### src/rtl/game_pkg.sv
// Shared types and constants for the game sequencing blocks.
package game_pkg;

  typedef enum logic [2:0] {
    ST_IDLE,
    ST_ARMED,
    ST_SPAWNING,
    ST_PLAYING,
    ST_DONE
  } level_state_t;

  localparam int DEFAULT_ENEMY_BIKES = 16;
  localparam int SCORE_W             = 16;

endpackage

### src/rtl/spawn_scheduler.sv
// Staggers one-hot enemy spawn pulses: bike 0 on start, then one bike every
// SPAWN_INTERVAL ticks until bikes_i bikes have been released.
module spawn_scheduler #(
  parameter int N              = 16,
  parameter int SPAWN_INTERVAL = 2,
  parameter int CW             = $clog2(N + 1)
) (
  input  logic          clk,
  input  logic          resetN,
  input  logic          start_i,
  input  logic          abort_i,
  input  logic          tick_i,
  input  logic [CW-1:0] bikes_i,
  output logic [N-1:0]  spawn_o,
  output logic          all_spawned_o
);

  localparam int IW = (SPAWN_INTERVAL > 1) ? $clog2(SPAWN_INTERVAL + 1) : 1;

  logic [CW-1:0] count_q, count_d;
  logic [IW-1:0] interval_q, interval_d;
  logic [N-1:0]  spawn_q, spawn_d;

  assign all_spawned_o = (count_q >= bikes_i);
  assign spawn_o       = spawn_q;

  // Next spawn count, interval and pulse; a due spawn waits one tick if the
  // previous pulse is still high so pulses are never back to back.
  always_comb begin
    count_d    = count_q;
    interval_d = interval_q;
    spawn_d    = '0;
    if (abort_i) begin
      count_d    = '0;
      interval_d = '0;
    end else if (start_i) begin
      spawn_d    = N'(1);
      count_d    = CW'(1);
      interval_d = '0;
    end else if (tick_i && !all_spawned_o) begin
      if (interval_q >= IW'(SPAWN_INTERVAL - 1)) begin
        if (spawn_q == '0) begin
          spawn_d    = N'(1) << count_q;
          count_d    = count_q + CW'(1);
          interval_d = '0;
        end
      end else begin
        interval_d = interval_q + IW'(1);
      end
    end
  end

  // Scheduler registers.
  always_ff @(posedge clk or negedge resetN) begin
    if (!resetN) begin
      count_q    <= '0;
      interval_q <= '0;
      spawn_q    <= '0;
    end else begin
      count_q    <= count_d;
      interval_q <= interval_d;
      spawn_q    <= spawn_d;
    end
  end

endmodule

### src/rtl/level_director.sv
// Per-level sequencer: level number, enemy speed, level timer, score and
// game-over flag, with staggered enemy spawns delegated to spawn_scheduler.
//
// state       | meaning
// ST_IDLE     | welcome screen / no level loaded
// ST_ARMED    | level loaded, waiting for startOfMovement
// ST_SPAWNING | play running, enemies still being released
// ST_PLAYING  | play running, all enemies released
// ST_DONE     | level ended, waiting for loadLevel or startGame
module level_director
  import game_pkg::*;
#(
  parameter int ENEMY_BIKES_COUNT = DEFAULT_ENEMY_BIKES,
  parameter int MIN_BIKES         = 4,
  parameter int MAX_LEVEL         = 9,
  parameter int SPAWN_INTERVAL    = 2,
  parameter int BASE_SPEED        = 32,
  parameter int SPEED_STEP        = 8,
  parameter int LEVEL_BONUS       = 100,
  parameter int TIME_LIMIT        = 60
) (
  input  logic                         clk,
  input  logic                         resetN,
  input  logic                         oneSec,
  input  logic                         startGame,
  input  logic                         loadLevel,
  input  logic                         startOfMovement,
  input  logic                         endLevel,
  input  logic [ENEMY_BIKES_COUNT:0]   bikersEnableVector,
  output logic [3:0]                   levelNum,
  output logic [7:0]                   enemySpeed,
  output logic [ENEMY_BIKES_COUNT-1:0] bikeSpawn,
  output logic [7:0]                   levelTime,
  output logic [15:0]                  score,
  output logic                         gameOver
);

  localparam int CW = $clog2(ENEMY_BIKES_COUNT + 1);

  level_state_t         state_q, state_d;
  logic [3:0]           level_q, level_d, level_next;
  logic [7:0]           speed_q, speed_d;
  logic [CW-1:0]        bikes_q, bikes_d;
  logic [7:0]           time_q, time_d;
  logic [SCORE_W-1:0]   score_q, score_d, score_cleared;
  logic                 over_q, over_d;
  logic                 spawn_start, spawn_abort, spawn_tick, all_spawned;
  logic                 player_alive;
  logic                 enemies_unused;
  int                   score_sum;

  function automatic logic [7:0] speed_for(input logic [3:0] lvl);
    int s;
    s = BASE_SPEED + (int'(lvl) - 1) * SPEED_STEP;
    if (s > 255) s = 255;
    return 8'(s);
  endfunction

  function automatic logic [CW-1:0] bikes_for(input logic [3:0] lvl);
    int b;
    b = MIN_BIKES + int'(lvl) - 1;
    if (b > ENEMY_BIKES_COUNT) b = ENEMY_BIKES_COUNT;
    return CW'(b);
  endfunction

  // Enemy alive bits are not needed here; only the player bit decides the outcome.
  assign enemies_unused = |bikersEnableVector[ENEMY_BIKES_COUNT-1:0];
  assign player_alive   = bikersEnableVector[ENEMY_BIKES_COUNT];
  assign level_next     = (level_q >= 4'(MAX_LEVEL)) ? 4'(MAX_LEVEL) : level_q + 4'd1;

  // Score after a cleared level: fixed bonus plus unused seconds, saturating.
  always_comb begin
    score_sum = int'(score_q) + LEVEL_BONUS;
    if (TIME_LIMIT > int'(time_q)) score_sum = score_sum + TIME_LIMIT - int'(time_q);
    score_cleared = (score_sum > (1 << SCORE_W) - 1) ? '1 : SCORE_W'(score_sum);
  end

  // Next state and counters, honouring startGame > loadLevel > endLevel >
  // startOfMovement > oneSec.
  always_comb begin
    state_d     = state_q;
    level_d     = level_q;
    speed_d     = speed_q;
    bikes_d     = bikes_q;
    time_d      = time_q;
    score_d     = score_q;
    over_d      = over_q;
    spawn_start = 1'b0;
    spawn_abort = 1'b0;
    spawn_tick  = 1'b0;
    if (startGame) begin
      state_d     = ST_IDLE;
      level_d     = '0;
      time_d      = '0;
      score_d     = '0;
      over_d      = 1'b0;
      spawn_abort = 1'b1;
    end else if (loadLevel) begin
      state_d     = ST_ARMED;
      level_d     = level_next;
      speed_d     = speed_for(level_next);
      bikes_d     = bikes_for(level_next);
      time_d      = '0;
      spawn_abort = 1'b1;
    end else if (endLevel && (state_q == ST_SPAWNING || state_q == ST_PLAYING)) begin
      state_d     = ST_DONE;
      spawn_abort = 1'b1;
      if (!player_alive) over_d = 1'b1;
      else               score_d = score_cleared;
    end else if (startOfMovement && state_q == ST_ARMED) begin
      state_d     = ST_SPAWNING;
      spawn_start = 1'b1;
    end else if (oneSec && (state_q == ST_SPAWNING || state_q == ST_PLAYING)) begin
      if (time_q != 8'hFF) time_d = time_q + 8'd1;
      spawn_tick = (state_q == ST_SPAWNING);
    end
    if (state_q == ST_SPAWNING && state_d == ST_SPAWNING && all_spawned)
      state_d = ST_PLAYING;
  end

  // State and output registers.
  always_ff @(posedge clk or negedge resetN) begin
    if (!resetN) begin
      state_q <= ST_IDLE;
      level_q <= '0;
      speed_q <= 8'(BASE_SPEED);
      bikes_q <= CW'(MIN_BIKES);
      time_q  <= '0;
      score_q <= '0;
      over_q  <= 1'b0;
    end else begin
      state_q <= state_d;
      level_q <= level_d;
      speed_q <= speed_d;
      bikes_q <= bikes_d;
      time_q  <= time_d;
      score_q <= score_d;
      over_q  <= over_d;
    end
  end

  spawn_scheduler #(
    .N              (ENEMY_BIKES_COUNT),
    .SPAWN_INTERVAL (SPAWN_INTERVAL),
    .CW             (CW)
  ) u_spawn (
    .clk           (clk),
    .resetN        (resetN),
    .start_i       (spawn_start),
    .abort_i       (spawn_abort),
    .tick_i        (spawn_tick),
    .bikes_i       (bikes_q),
    .spawn_o       (bikeSpawn),
    .all_spawned_o (all_spawned)
  );

  assign levelNum   = level_q;
  assign enemySpeed = speed_q;
  assign levelTime  = time_q;
  assign score      = score_q;
  assign gameOver   = over_q;

endmodule

### config.mk
export PLATFORM = sky130hd
export DESIGN_NAME = level_director
export DESIGN_NICKNAME = d
export VERILOG_FILES = /design/src/rtl/game_pkg.sv /design/src/rtl/spawn_scheduler.sv /design/src/rtl/level_director.sv
export SDC_FILE = /design/constraint.sdc
export NUM_CORES = 1
export LEC_CHECK = 0
export CAP_MARGIN = 20
export CORE_MARGIN = 2
export CORE_UTILIZATION = 44
export CTS_CLUSTER_SIZE = 20
export DETAILED_ROUTE_END_ITERATION = 10
export PLACE_DENSITY = 0.68
export SLEW_MARGIN = 20
export SYNTH_ARGS = -nofsm -noshare
export SYNTH_HDL_FRONTEND = slang
export SYNTH_SLANG_ARGS = --single-unit
### constraint.sdc
create_clock -name clk -period 5.7 [get_ports clk]
set_input_delay 1.71 -clock clk [delete_from_list [all_inputs] [get_ports clk]]
set_output_delay 1.71 -clock clk [all_outputs]
set_load 0.02 [all_outputs]
# --- Yosys cells after proc, flatten, opt, wreduce, memory -nomap -nowiden ---
# Index checks and enable logic that the tools add are counted.
totals:
  register_bits: 68
  out_inout_bits: 53
  elab_cells: 116
classes:
  addsub: 11
  order_cmp: 7
  eq_ne: 10
  n_shift: 1
  mux: 53
  bitwise_logic: 1
  reduce_logical: 23
ops:
  columns: ["cell", "n"]
  rows:
  - ["16-bit 2-to-1 mux", 10]
  - ["8-bit 2-to-1 mux", 7]
  - ["32-bit by 17-bit > comparator with 1-bit output (second input constant)", 1]
  - ["32-bit 2-to-1 mux", 1]
  - ["5-bit 2-to-1 mux", 6]
  - ["18-bit by 8-bit subtractor with 19-bit output", 1]
  - ["17-bit by 6-bit adder with 18-bit output (second input constant)", 1]
  - ["16-bit by 7-bit adder with 17-bit output (second input constant)", 1]
  - ["16-bit logical NOT", 1]
  - ["1-bit 2-to-1 mux", 16]
  - ["1-bit by 5-bit << shifter with 16-bit output (first input constant)", 1]
  - ["3-bit 2-to-1 mux", 5]
  - ["3-bit nonzero test", 5]
  - ["4-bit 2-to-1 mux", 3]
  - ["2-bit 2-to-1 mux", 5]
  - ["7-bit by 8-bit adder with 9-bit output (first input constant)", 1]
  - ["3-bit by 2-bit == test with 1-bit output (second input constant)", 3]
  - ["9-bit > comparator (second input constant)", 1]
  - ["3-bit AND reduction", 3]
  - ["8-bit by 1-bit adder with 8-bit output (second input constant)", 1]
  - ["6-bit by 8-bit > comparator with 1-bit output (first input constant)", 1]
  - ["8-bit inequality test (second input constant)", 1]
  - ["6-bit > comparator (second input constant)", 1]
  - ["1-bit logical AND", 6]
  - ["19 further kinds", 24]

# --- Longest topological paths before layout ---
# Gate-level depths: netlist of the first run.
depth:
  ltp_word: 12
  mapped_depth: 16
  mapped_depth_nobuf: 14

# --- Hierarchy ---
# A second synthesis of the first run with hierarchy kept.
hier_totals:
  cells_unflattened: 550
  area_unflattened_um2: 4824.6
modules_own_cells:
  columns: ["mod", "n_inst", "cells_per_inst", "area_per_inst_um2", "seq_area_each_um2"]
  rows:
  - ["level_director", 1, 430, 3621.0, 1053.5]
  - ["spawn_scheduler", 1, 120, 1203.7, 575.6]

# --- Least setup slack after synthesis of the first run ---
# OpenSTA, ideal clock, no wires.
synth_timing:
  kind: "register to register"
  start: "register score_q[2], in the netlist score[2]"
  end: "register score_q[13], in the netlist score[13]"
  arrival_time_ns: 3.301
  required_ns: 5.573
  path_slack_ns: 2.272
  path_stages_with_launch: 14
  path_buffers: 2
  cell_sequence: "dfrtp_1 -> a311oi_1 -> xnor2_1 -> ha_1 -> ha_1 -> clkbuf_1 -> o21a_1 -> o21ai_0 -> a21oi_1 -> o21ai_0 -> a221o_1 -> o211ai_2 -> buf_6 -> nand3_1"
synth_via:
  elab_chain_cells: 10
synth_rtl:
  columns: ["element", "line", "source"]
  rows:
  - ["start: declaration", "level_director.sv:45", "logic [SCORE_W-1:0] score_q, score_d, score_cleared;"]
  - ["start signal: assignment", "level_director.sv:137", "score_q <= score_d;"]
  - ["16-bit by 7-bit adder with 17-bit output (*)", "level_director.sv:73", "score_sum = int'(score_q) + LEVEL_BONUS;"]
  - ["17-bit by 6-bit adder with 18-bit output", "level_director.sv:74", "if (TIME_LIMIT > int'(time_q)) score_sum = score_sum + TIME_LIMIT - int'(time_q);"]
  - ["18-bit by 8-bit subtractor with 19-bit output", "level_director.sv:74", null]
  - ["32-bit 2-to-1 mux (*)", "level_director.sv:74", null]
  - ["32-bit by 17-bit > comparator with 1-bit output", "level_director.sv:75", "score_cleared = (score_sum > (1 << SCORE_W) - 1) ? '1 : SCORE_W'(score_sum);"]
  - ["16-bit 2-to-1 mux (*)", "level_director.sv:75", null]
  - ["16-bit 2-to-1 mux (*)", "level_director.sv:108", "if (!player_alive) over_d = 1'b1;"]
  - ["16-bit 2-to-1 mux (*)", "level_director.sv:105", "end else if (endLevel && (state_q == ST_SPAWNING || state_q == ST_PLAYING)) begin"]
  - ["16-bit 2-to-1 mux (*)", "level_director.sv:98", "end else if (loadLevel) begin"]
  - ["16-bit 2-to-1 mux (*)", "level_director.sv:91", "if (startGame) begin"]
# Every way passes the cells marked *; elsewhere a longest branch is shown, timed or not. The select of a mux whose other input is x is not followed.
# A chain may end at the register's enable or synchronous reset.

# --- Worst setup path in the final report of the first run ---
layout_timing:
  start: "register score_q[2], in the netlist score[2]"
  end: "register score_q[11], in the netlist score[11]"
# Same word-level chain as after synthesis.

==> results of run 1 <==
-- area by class of cell --
type / count / area, um2 / share of cell area [%]
multi-input combinational: 409 / 2790 / 50.5
sequential: 65 / 1630 / 29.4
timing repair buffer: 61 / 596 / 10.8
tap: 136 / 170 / 3.07
inverter: 45 / 169 / 3.05
clock buffer: 11 / 141 / 2.55
clock inverter: 5 / 37.5 / 0.678
-- power by group --
| part | switching, mW | internal, mW | total (mW) |
|---|---|---|---|
| Combinational | 0.0762 | 0.0503 | 0.126 |
| Clock | 0.197 | 0.172 | 0.369 |
| Sequential | 0.00883 | 0.476 | 0.485 |
| Total | 0.282 | 0.698 | 0.980 |
-- worst max-delay path, delay by kind of cell (launching register included) --
kind	cells	cell delay, ns
xor gates and xnor gates	1	0.22
adders and majority gates	2	0.80
DFF	1	0.47
AOI/OAI and AO/OA	8	2.78
-- registers in the layout (all words and copies together), names as in the netlist --
name / count
score: 16
enemySpeed: 5
levelNum: 4
u_spawn.interval_q: 2
levelTime: 8
bikes_q: 5
state_q: 3
u_spawn.spawn_o: 16
gameOver: 1
u_spawn.count_q: 5
-- path summary, 6_finish.rpt --
check	from	to	slack, ns	depth (start not counted)
max in group asynchronous	resetN	levelTime[1]$_DFFE_PN0P_	3.43	2
setup reg to reg	score[2]$_DFFE_PN0P_	score[11]$_DFFE_PN0P_	1.22	11
hold reg to reg	enemySpeed[5]$_DFFE_PN1P_	enemySpeed[5]$_DFFE_PN1P_	0.47	2
hold / removal	enemySpeed[5]$_DFFE_PN1P_	enemySpeed[5]$_DFFE_PN1P_	0.47	2
min in group asynchronous	resetN	u_spawn.spawn_o[10]$_DFF_PN0_	1.26	1
setup / recovery	score[2]$_DFFE_PN0P_	score[11]$_DFFE_PN0P_	1.22	11
-- stage by stage --
stage               power (mW)  hold WS, ns  std cells
finish                   0.980        0.471        732
global route              1.02        0.510        732
CTS                      0.992        0.476        732
detailed placement       0.620        0.461        716
global placement         0.616        0.451        716
floorplan                0.571        0.450        537
-- metal layers --
layer  up-vias  global-route usage, %
li1       2020                      -
met1      1996                   26.5
met2       100                   38.3
met3        12                   4.13
met4         0                   6.03
met5         -                      0
-- Yosys cell counts, drive strengths merged (3+ instances only) --
cell	count
nand2b	12
a211oi	10
a31oi	4
and3	15
nor2	35
ha	48
dfrtp	63
o21a	6
nor3b	4
nand4	10
a211o	4
nand3b	3
inv	45
nand3	24
o31ai	4
xnor2	21
buf	6
nor4	6
a21o	7
o22ai	3
xor2	11
nand2	51
nor2b	4
o211ai	10
and2	6
clkbuf	12
o21ai	28
and4	4
nor3	7
a21oi	39
-- kinds of logic (layout without fill, tap and decap cells) --
family	count (synthesis)	after routing
adders and majority gates	49	49
DFF	65	65
AOI/OAI and AO/OA	134	134
and+or+nand+nor	189	189
muxes	2	2
xor gates and xnor gates	32	32
other	1	3
buffers and inverters	63	122
==> flow_metrics.py, run 1 <==
metrics = {
    "status": {
        "status": "finished, final reports clean",
    },
    "global_routing": {
        "overflow": 0,
        "grt_max_degree": 50,
        "grt_pass1_wl_um": 20000,
        "first_global_vias": 4154,
        "track_usage_pct": 21.6,
        "antenna_found_initial": 0,
    },
    "power_and_ir_drop": {
        "leakagePower_nw": 2.52,
        "powerDensity_nw_per_um2": 177,
        "ir_drop_v": 0.000136,
    },
    "synth": {
        "synth_top_family_by_area": "simple AND/OR/NAND/NOR gates",
        "synth-seq-area-share_pct": 34.9,
        "yosysTopAreaCell": "dfrtp_1",
        "syn_inst": 535,
        "synth_compound_area_share_pct": 18.9,
        "syn_area_per_cell_um2": 8.73,
        "yosysWarnings": 0,
        "synthTopCellsByArea": "dfrtp_1 34%, ha_1 13%, a21oi_1 4.2%",
        "async_flop_share_pct": 100,
        "yosys.area.top_type_share_pct": 33.7,
        "ys.flop_type": "dfrtp_1",
        "synth-simple-area-share_pct": 21.0,
        "synthXorXnorAreaFrac_pct": 6.00,
        "synth_enable_flop_cells": 0,
        "synthAdderAreaFrac_pct": 13.3,
        "synth.distinct_cells": 62,
        "ys_ff_latch": 65,
        "syn_area_um2": 4670,
        "muxShareOfSynthArea_pct": 0.428,
    },
    "clocking": {
        "clock-root-buffer": "clkbuf_8",
        "cts.clk_slew.worst_paths_ns": 0.08,
        "cts_sinks": 65,
        "cts_setup_buffers": 0,
        "cts_tree": "done",
        "clk_path_buf_depth": 2,
        "htree_levels": 3,
        "ctsHoldBuffers": 0,
        "cts_buffers": 9,
        "ctsResizeCount": 0,
        "clk_latency_ns": 0.35,
    },
    "timing": {
        "timing.final.crit_period_ns": 4.48,
        "fmax_mhz": 223,
        "finalSetupTns_ns": 0,
        "finalClockSkew_ns": 0.00897,
        "rsz0062_at_grt": "false",
        "hold_viol": 0,
        "worst_pin_slew_ns": 1.07,
        "fin_crit_sh_pct": 78.6,
        "worst_slack_ns": 1.22,
        "drv_slew": 0,
        "finalSetupViolations": 0,
        "relSlewSlack_pct": 28.2,
    },
    "floorplanning": {
        "start_util_pct": 45.3,
        "io_pins": 77,
        "core_um2": 10300,
        "placementRows": 37,
        "die_h_um": 107,
        "die_w_um": 107,
        "floorplan.die_area_um2": 11500,
    },
    "hold_path": {
        "hold_path.class": "reg2reg",
    },
    "route": {
        "finalWirelength_um": 11700,
        "ant_nets": 0,
        "vias": 4128,
        "met1_length_um": 4910,
        "drt_iter0_markers": 186,
        "dr_wl_met2_um": 6070,
        "wl_per_cell_um": 16.0,
        "dr.pass1.iters": 5,
        "highest_layer": "met4",
        "drc": 0,
        "met3WireLength_um": 598,
        "routed_via_density": 5.64,
    },
    "final_layout": {
        "syn_to_final_growth_pct": 18.5,
        "drive_gt1_share_pct": 5.54,
        "layout_common_cells": "63 x dfrtp_1, 56 x clkdlybuf4s50_1, 51 x nand2_1, 48 x ha_1, 45 x inv_1",
        "layout_commonest_cell": "dfrtp_1",
        "diodes": 0,
        "stdcell_area_um2": 5540,
        "nFillCells": 928,
        "nets": 664,
        "post-route-util_pct": 53.6,
    },
    "placed_design": {
        "dp_slack_ns": 1.29,
        "port_buffers": 57,
        "gp_routability_congestion": 0.925,
        "placedInstanceArea_um2": 5360,
        "hpwl_um": 8560,
    },
    "worst_setup_path": {
        "path_class": "reg2reg",
        "worstPathCellList": "a311oi_1, xnor2_1, ha_1, ha_1, o21a_1, o21ai_0, a21oi_1, o21ai_0, a221o_1, o211ai_2, o311ai_0",
        "cp.required_ns": 5.86,
        "slowest_stage": "a311oi_1",
        "worstSetupStartpointType": "register",
        "end_kind": "register",
        "critPathMaxStageDelay_ns": 0.91,
        "crit_arrival_ns": 4.64,
        "cp_max_fo": 14,
    },
    "flow_run": {
        "cap_violations": 0,
    },
}
(Power assumes the default switching activity.)
==> run 2, diff against run 1 <==
--- a/config.mk
+++ b/config.mk
@@ -10,7 +10,7 @@
 export CORE_UTILIZATION = 44
 export CTS_CLUSTER_SIZE = 20
 export DETAILED_ROUTE_END_ITERATION = 10
-export PLACE_DENSITY = 0.68
+export PLACE_DENSITY = 0.71
 export SLEW_MARGIN = 20
 export SYNTH_ARGS = -nofsm -noshare
 export SYNTH_HDL_FRONTEND = slang
==> constraint.sdc (replaced) <==
create_clock -name clk -period 3.9 [get_ports clk]
set_input_delay 1.17 -clock clk [delete_from_list [all_inputs] [get_ports clk]]
set_output_delay 1.17 -clock clk [all_outputs]
set_load 0.02 [all_outputs]
==> run 2 against run 1 <==
Compared with the run above:
- combinational power up 47%
- largest power group is now the clock network
- global-route usage down 0.93 points
- critical path type unchanged
- critical endpoint unchanged
- sequential share of layout area down 1.0 points
- clock power up 97%
- power up 65%
- via count down 0.94%
- hold slack worse by 0.0012 ns
==> flow_metrics.py, run 2 (same netlist as run 1, synthesis figures left out) <==
metrics = {
    "floorplanning": {
        "io_pins": 77,
        "core_um2": 10300,
        "start_util_pct": 45.3,
        "die_w_um": 107,
        "placementRows": 37,
        "floorplan.die_area_um2": 11500,
        "die_h_um": 107,
    },
    "timing": {
        "finalClockSkew_ns": 0.00931,
        "fin_crit_sh_pct": 93.1,
        "finalSetupTns_ns": 0,
        "worst_pin_slew_ns": 0.747,
        "hold_viol": 0,
        "timing.final.crit_period_ns": 3.63,
        "rsz0062_at_grt": "false",
        "fmax_mhz": 275,
        "worst_slack_ns": 0.268,
        "finalSetupViolations": 0,
        "relSlewSlack_pct": 50.1,
        "holdWs_ns": 0.469,
        "drv_slew": 0,
    },
    "global_routing": {
        "track_usage_pct": 20.6,
        "antenna_found_initial": 0,
        "overflow": 0,
        "grt_pass1_wl_um": 19100,
        "grt_max_degree": 47,
        "first_global_vias": 4063,
    },
    "placed_design": {
        "hpwl_um": 8470,
        "dp_slack_ns": 0.182,
        "port_buffers": 57,
        "dp.cells": 724,
        "gp_routability_congestion": 0.892,
    },
    "clocking": {
        "ctsResizeCount": 0,
        "cts_tree": "done",
        "cts_setup_buffers": 0,
        "clock-root-buffer": "clkbuf_8",
        "cts.clk_slew.worst_paths_ns": 0.08,
        "ctsHoldBuffers": 0,
        "clk_latency_ns": 0.33,
        "htree_levels": 3,
        "cts_sinks": 65,
        "cts_buffers": 9,
        "clk_path_buf_depth": 2,
    },
    "worst_setup_path": {
        "worstPathCellList": "buf_4, a311oi_1, buf_4, xnor2_1, ha_1, ha_1, a21oi_1, o221ai_1, a21oi_2, o21ai_0, a41o_1, o211ai_2, buf_12, o311ai_0",
        "cp_top_family": "compound AO/OA/AOI/OAI gates",
        "critPathMaxStageDelay_ns": 0.42,
        "slowest_stage": "ha_1",
        "crit_arrival_ns": 3.82,
        "path_class": "reg2reg",
        "worstSetupStartpointType": "register",
        "cp.buffers_inverters": 3,
        "cp_max_fo": 14,
        "end_kind": "register",
        "cp.required_ns": 4.09,
    },
    "power_and_ir_drop": {
        "ir_drop_v": 0.000224,
        "leakagePower_nw": 2.60,
        "powerDensity_nw_per_um2": 283,
    },
    "final_layout": {
        "diodes": 0,
        "regArea_um2": 1630,
        "layout_common_cells": "63 x dfrtp_1, 56 x clkdlybuf4s50_1, 51 x nand2_1, 48 x ha_1, 45 x inv_1",
        "finalNonFillerCells": 740,
        "multiInputGateArea_um2": 2840,
        "nFillCells": 924,
        "syn_to_final_growth_pct": 22.7,
        "layout_commonest_cell": "dfrtp_1",
        "drive_gt1_share_pct": 8.61,
        "nets": 672,
    },
    "route": {
        "finalWirelength_um": 11300,
        "vias": 4089,
        "wl_per_cell_um": 15.3,
        "routed_via_density": 5.53,
        "drc": 0,
        "drt_iter0_markers": 164,
        "ant_nets": 0,
        "dr.pass1.iters": 4,
    },
    "flow_run": {
        "cap_violations": 0,
    },
    "hold_path": {
        "hold_path.class": "reg2reg",
    },
    "status": {
        "status": "finished, final reports clean",
    },
}
run 2: metrics by stage:
step / cell area (um2) / util [%] / power, mW
after floorplan: 4680 / - / 0.834
after global placement: 5430 / 52.6 / 0.902
after detailed placement: 5430 / 52.6 / 0.905
after CTS: 5680 / 55.0 / 1.63
after global routing: 5730 / 55.5 / 1.69
final: 5730 / 55.5 / 1.62
run 2: path summary, 6_finish.rpt:
path	startpoint	to	depth (start not counted)	slack, ns
max in group asynchronous	resetN	score[5]$_DFFE_PN0P_	2	2.46
min	enemySpeed[5]$_DFFE_PN1P_	enemySpeed[5]$_DFFE_PN1P_	2	0.47
min reg2reg	enemySpeed[5]$_DFFE_PN1P_	enemySpeed[5]$_DFFE_PN1P_	2	0.47
max	score[2]$_DFFE_PN0P_	score[11]$_DFFE_PN0P_	14	0.27
max reg2reg	score[2]$_DFFE_PN0P_	score[11]$_DFFE_PN0P_	14	0.27
min in group asynchronous	resetN	u_spawn.count_q[1]$_DFFE_PN0P_	1	0.83
run 2: worst register-to-register path, cell delays in order, from the launching register on:
cell	delay, ns
dfrtp_1	0.39
buf_4	0.16
a311oi_1	0.30
buf_4	0.20
xnor2_1	0.19
ha_1	0.30
ha_1	0.42
a21oi_1	0.17
o221ai_1	0.15
a21oi_2	0.29
o21ai_0	0.21
a41o_1	0.31
o211ai_2	0.09
buf_12	0.17
o311ai_0	0.14
run 2: final cells by class:
cell class / instances / share of cell area [%]
Clock buffer: 10 / 2.40
Clock inverter: 6 / 1.99
Inverter: 45 / 2.95
Multi-Input combinational cell: 409 / 49.6
Sequential cell: 65 / 28.4
Tap cell: 136 / 2.97
Timing Repair Buffer: 69 / 11.7
run 2: metal layers:
layer,wire length (um),vias to the layer above,share of wire [%],GRT usage [%]
met5,0,-,0,0
met4,146,0,1.3,6.59
met3,340,9,3.0,3.47
met2,5910,75,52,36.4
met1,4890,1976,43,25.5
li1,-,2029,-,-
run 2: report_power, final:
part	switching [mW]	internal [mW]	total, mW	leakage (nW)
clock network	0.283	0.445	0.727	0.119
logic	0.109	0.0755	0.185	1.59
registers	0.0129	0.695	0.708	0.892
==> run 3, diff against run 2 <==
--- a/config.mk
+++ b/config.mk
@@ -7,10 +7,9 @@
 export LEC_CHECK = 0
 export CAP_MARGIN = 20
 export CORE_MARGIN = 2
-export CORE_UTILIZATION = 44
+export CORE_UTILIZATION = 35
 export CTS_CLUSTER_SIZE = 20
 export DETAILED_ROUTE_END_ITERATION = 10
-export PLACE_DENSITY = 0.71
 export SLEW_MARGIN = 20
 export SYNTH_ARGS = -nofsm -noshare
 export SYNTH_HDL_FRONTEND = slang
==> run 3 against run 2 <==
Compared with the run above:
- global-route usage down 3.3 points
- core utilization decreased by 11 points
- setup slack gained 0.044 ns
- design area up 2.5%
- die area rose by 25%
- first-iteration DRC count grew 11%
- hold slack lost 0.010 ns
- sequential power about the same
- non-clock buffer count rose by 9
- fmax grew 1.2%
- critical path type unchanged
- largest power group unchanged
- highest routed layer unchanged
==> flow_metrics.py, run 3 (same netlist as run 1, synthesis figures left out) <==
metrics = {
    "worst_setup_path": {
        "r2r_cells": 15,
        "cp_max_fo": 14,
        "crit_arrival_ns": 3.79,
        "worstSetupStartpointType": "register",
        "end_kind": "register",
        "cp.required_ns": 4.10,
        "path_class": "reg2reg",
    },
    "global_routing": {
        "grt_pass1_wl_um": 19800,
        "track_usage_pct": 17.4,
        "antenna_found_initial": 0,
        "grt_max_degree": 36,
        "first_global_vias": 4080,
        "overflow": 0,
    },
    "final_layout": {
        "syn_to_final_growth_pct": 25.7,
        "finalNonFillerCells": 789,
        "layout_common_cells": "63 x dfrtp_1, 56 x clkdlybuf4s50_1, 51 x nand2_1, 48 x ha_1, 45 x inv_1",
        "regArea_um2": 1630,
        "nets": 681,
        "multiInputGateArea_um2": 2800,
        "drive_gt1_share_pct": 8.65,
        "diodes": 0,
        "layout_commonest_cell": "dfrtp_1",
        "nFillCells": 1278,
    },
    "route": {
        "ant_nets": 0,
        "drc": 0,
        "routed_via_density": 5.19,
        "finalWirelength_um": 11900,
        "wl_per_cell_um": 15.1,
        "vias": 4097,
        "dr.pass1.iters": 4,
        "drt_iter0_markers": 182,
    },
    "floorplanning": {
        "io_pins": 77,
        "placementRows": 42,
        "start_util_pct": 35.6,
        "floorplan.die_area_um2": 14300,
        "die_h_um": 120,
        "die_w_um": 120,
        "core_um2": 13100,
    },
    "timing": {
        "finalClockSkew_ns": 0.00933,
        "drv_slew": 0,
        "hold_viol": 0,
        "fmax_mhz": 279,
        "worst_pin_slew_ns": 0.757,
        "timing.final.crit_period_ns": 3.59,
        "relSlewSlack_pct": 49.5,
        "finalSetupTns_ns": 0,
        "finalSetupViolations": 0,
        "fin_crit_sh_pct": 92.0,
        "holdWs_ns": 0.459,
        "rsz0062_at_grt": "false",
    },
    "hold_path": {
        "hold_path.class": "reg2reg",
        "hold_depth": 2,
    },
    "power_and_ir_drop": {
        "leakagePower_nw": 2.67,
        "ir_drop_v": 0.000283,
        "powerDensity_nw_per_um2": 295,
        "power_mw": 1.73,
    },
    "flow_run": {
        "cap_violations": 0,
    },
    "clocking": {
        "clk_path_buf_depth": 2,
        "cts_sinks": 65,
        "cts.clk_slew.worst_paths_ns": 0.06,
        "clk_latency_ns": 0.34,
        "htree_levels": 3,
        "cts_tree": "done",
        "cts_buffers": 9,
        "clock-root-buffer": "clkbuf_16",
        "cts_setup_buffers": 0,
    },
    "placed_design": {
        "port_buffers": 57,
        "dp.cells": 773,
        "gp_routability_congestion": 0.887,
        "hpwl_um": 8960,
    },
    "status": {
        "status": "finished, final reports clean",
    },
}
[run 3: path summary, 6_finish.rpt]
| path | slack [ns] | end | from |
|---|---|---|---|
| setup / recovery | 0.31 | score[0]$_DFFE_PN0P_ | score[2]$_DFFE_PN0P_ |
| hold / removal | 0.46 | enemySpeed[5]$_DFFE_PN1P_ | enemySpeed[5]$_DFFE_PN1P_ |
| setup reg to reg | 0.31 | score[0]$_DFFE_PN0P_ | score[2]$_DFFE_PN0P_ |
| hold reg to reg | 0.46 | enemySpeed[5]$_DFFE_PN1P_ | enemySpeed[5]$_DFFE_PN1P_ |
| max in group asynchronous | 2.31 | bikes_q[2]$_DFFE_PN1P_ | resetN |
| min in group asynchronous | 0.90 | levelNum[1]$_DFFE_PN0P_ | resetN |
[run 3: per-stage QoR]
step                area [um2]  utilization, %  setup slack (ns)
floorplan                 4680               -             0.472
global placement          5560            42.3             0.322
detailed placement        5560            42.3             0.310
CTS                       5860            44.6             0.291
global route              5870            44.7            0.0447
finish                    5870            44.7             0.311
[run 3: worst max-delay path, stage by stage, from the launching register on]
cell      delay, ns
dfrtp_1        0.38
ha_1           0.25
a21oi_1        0.24
nand2b_1       0.19
and3_1         0.27
xor2_1         0.21
inv_1          0.07
ha_1           0.37
a21oi_2        0.20
o21bai_1       0.11
a211oi_2       0.21
nand3b_1       0.09
a221o_1        0.35
o211ai_2       0.22
buf_12         0.17
o311ai_0       0.13
[run 3: layout make-up]
class                   instances  share of cell area, %
clock buffers                   9                   3.84
clock inverters                 7                   1.34
inverters                      45                   2.88
multi-input cells             409                   47.7
flip-flops and latches         65                   27.7
well taps                     176                   3.75
repair buffers                 78                   12.7
[run 3: what timing repair did]
item                                   4_1_cts  5_1_grt
hold buffers                                 0        0
endpoints found under the hold margin        0        0
resized for setup                            0        2
setup endpoints to repair                    0        2
[run 3: routing by layer]
layer	share of wire, %	wire length, um	vias to the layer above	GRT usage (%)
met3	3.9	470	11	4.09
li1	-	-	2056	-
met4	1.4	163	0	5.59
met5	0	0	-	0
met1	43	5180	1960	21.0
met2	51	6100	70	30.4
[run 3: where the power goes]
group          internal, mW  switching [mW]  leakage [nW]
logic                0.0786           0.112          1.64
clock network         0.500           0.332         0.139
registers             0.697          0.0134         0.892
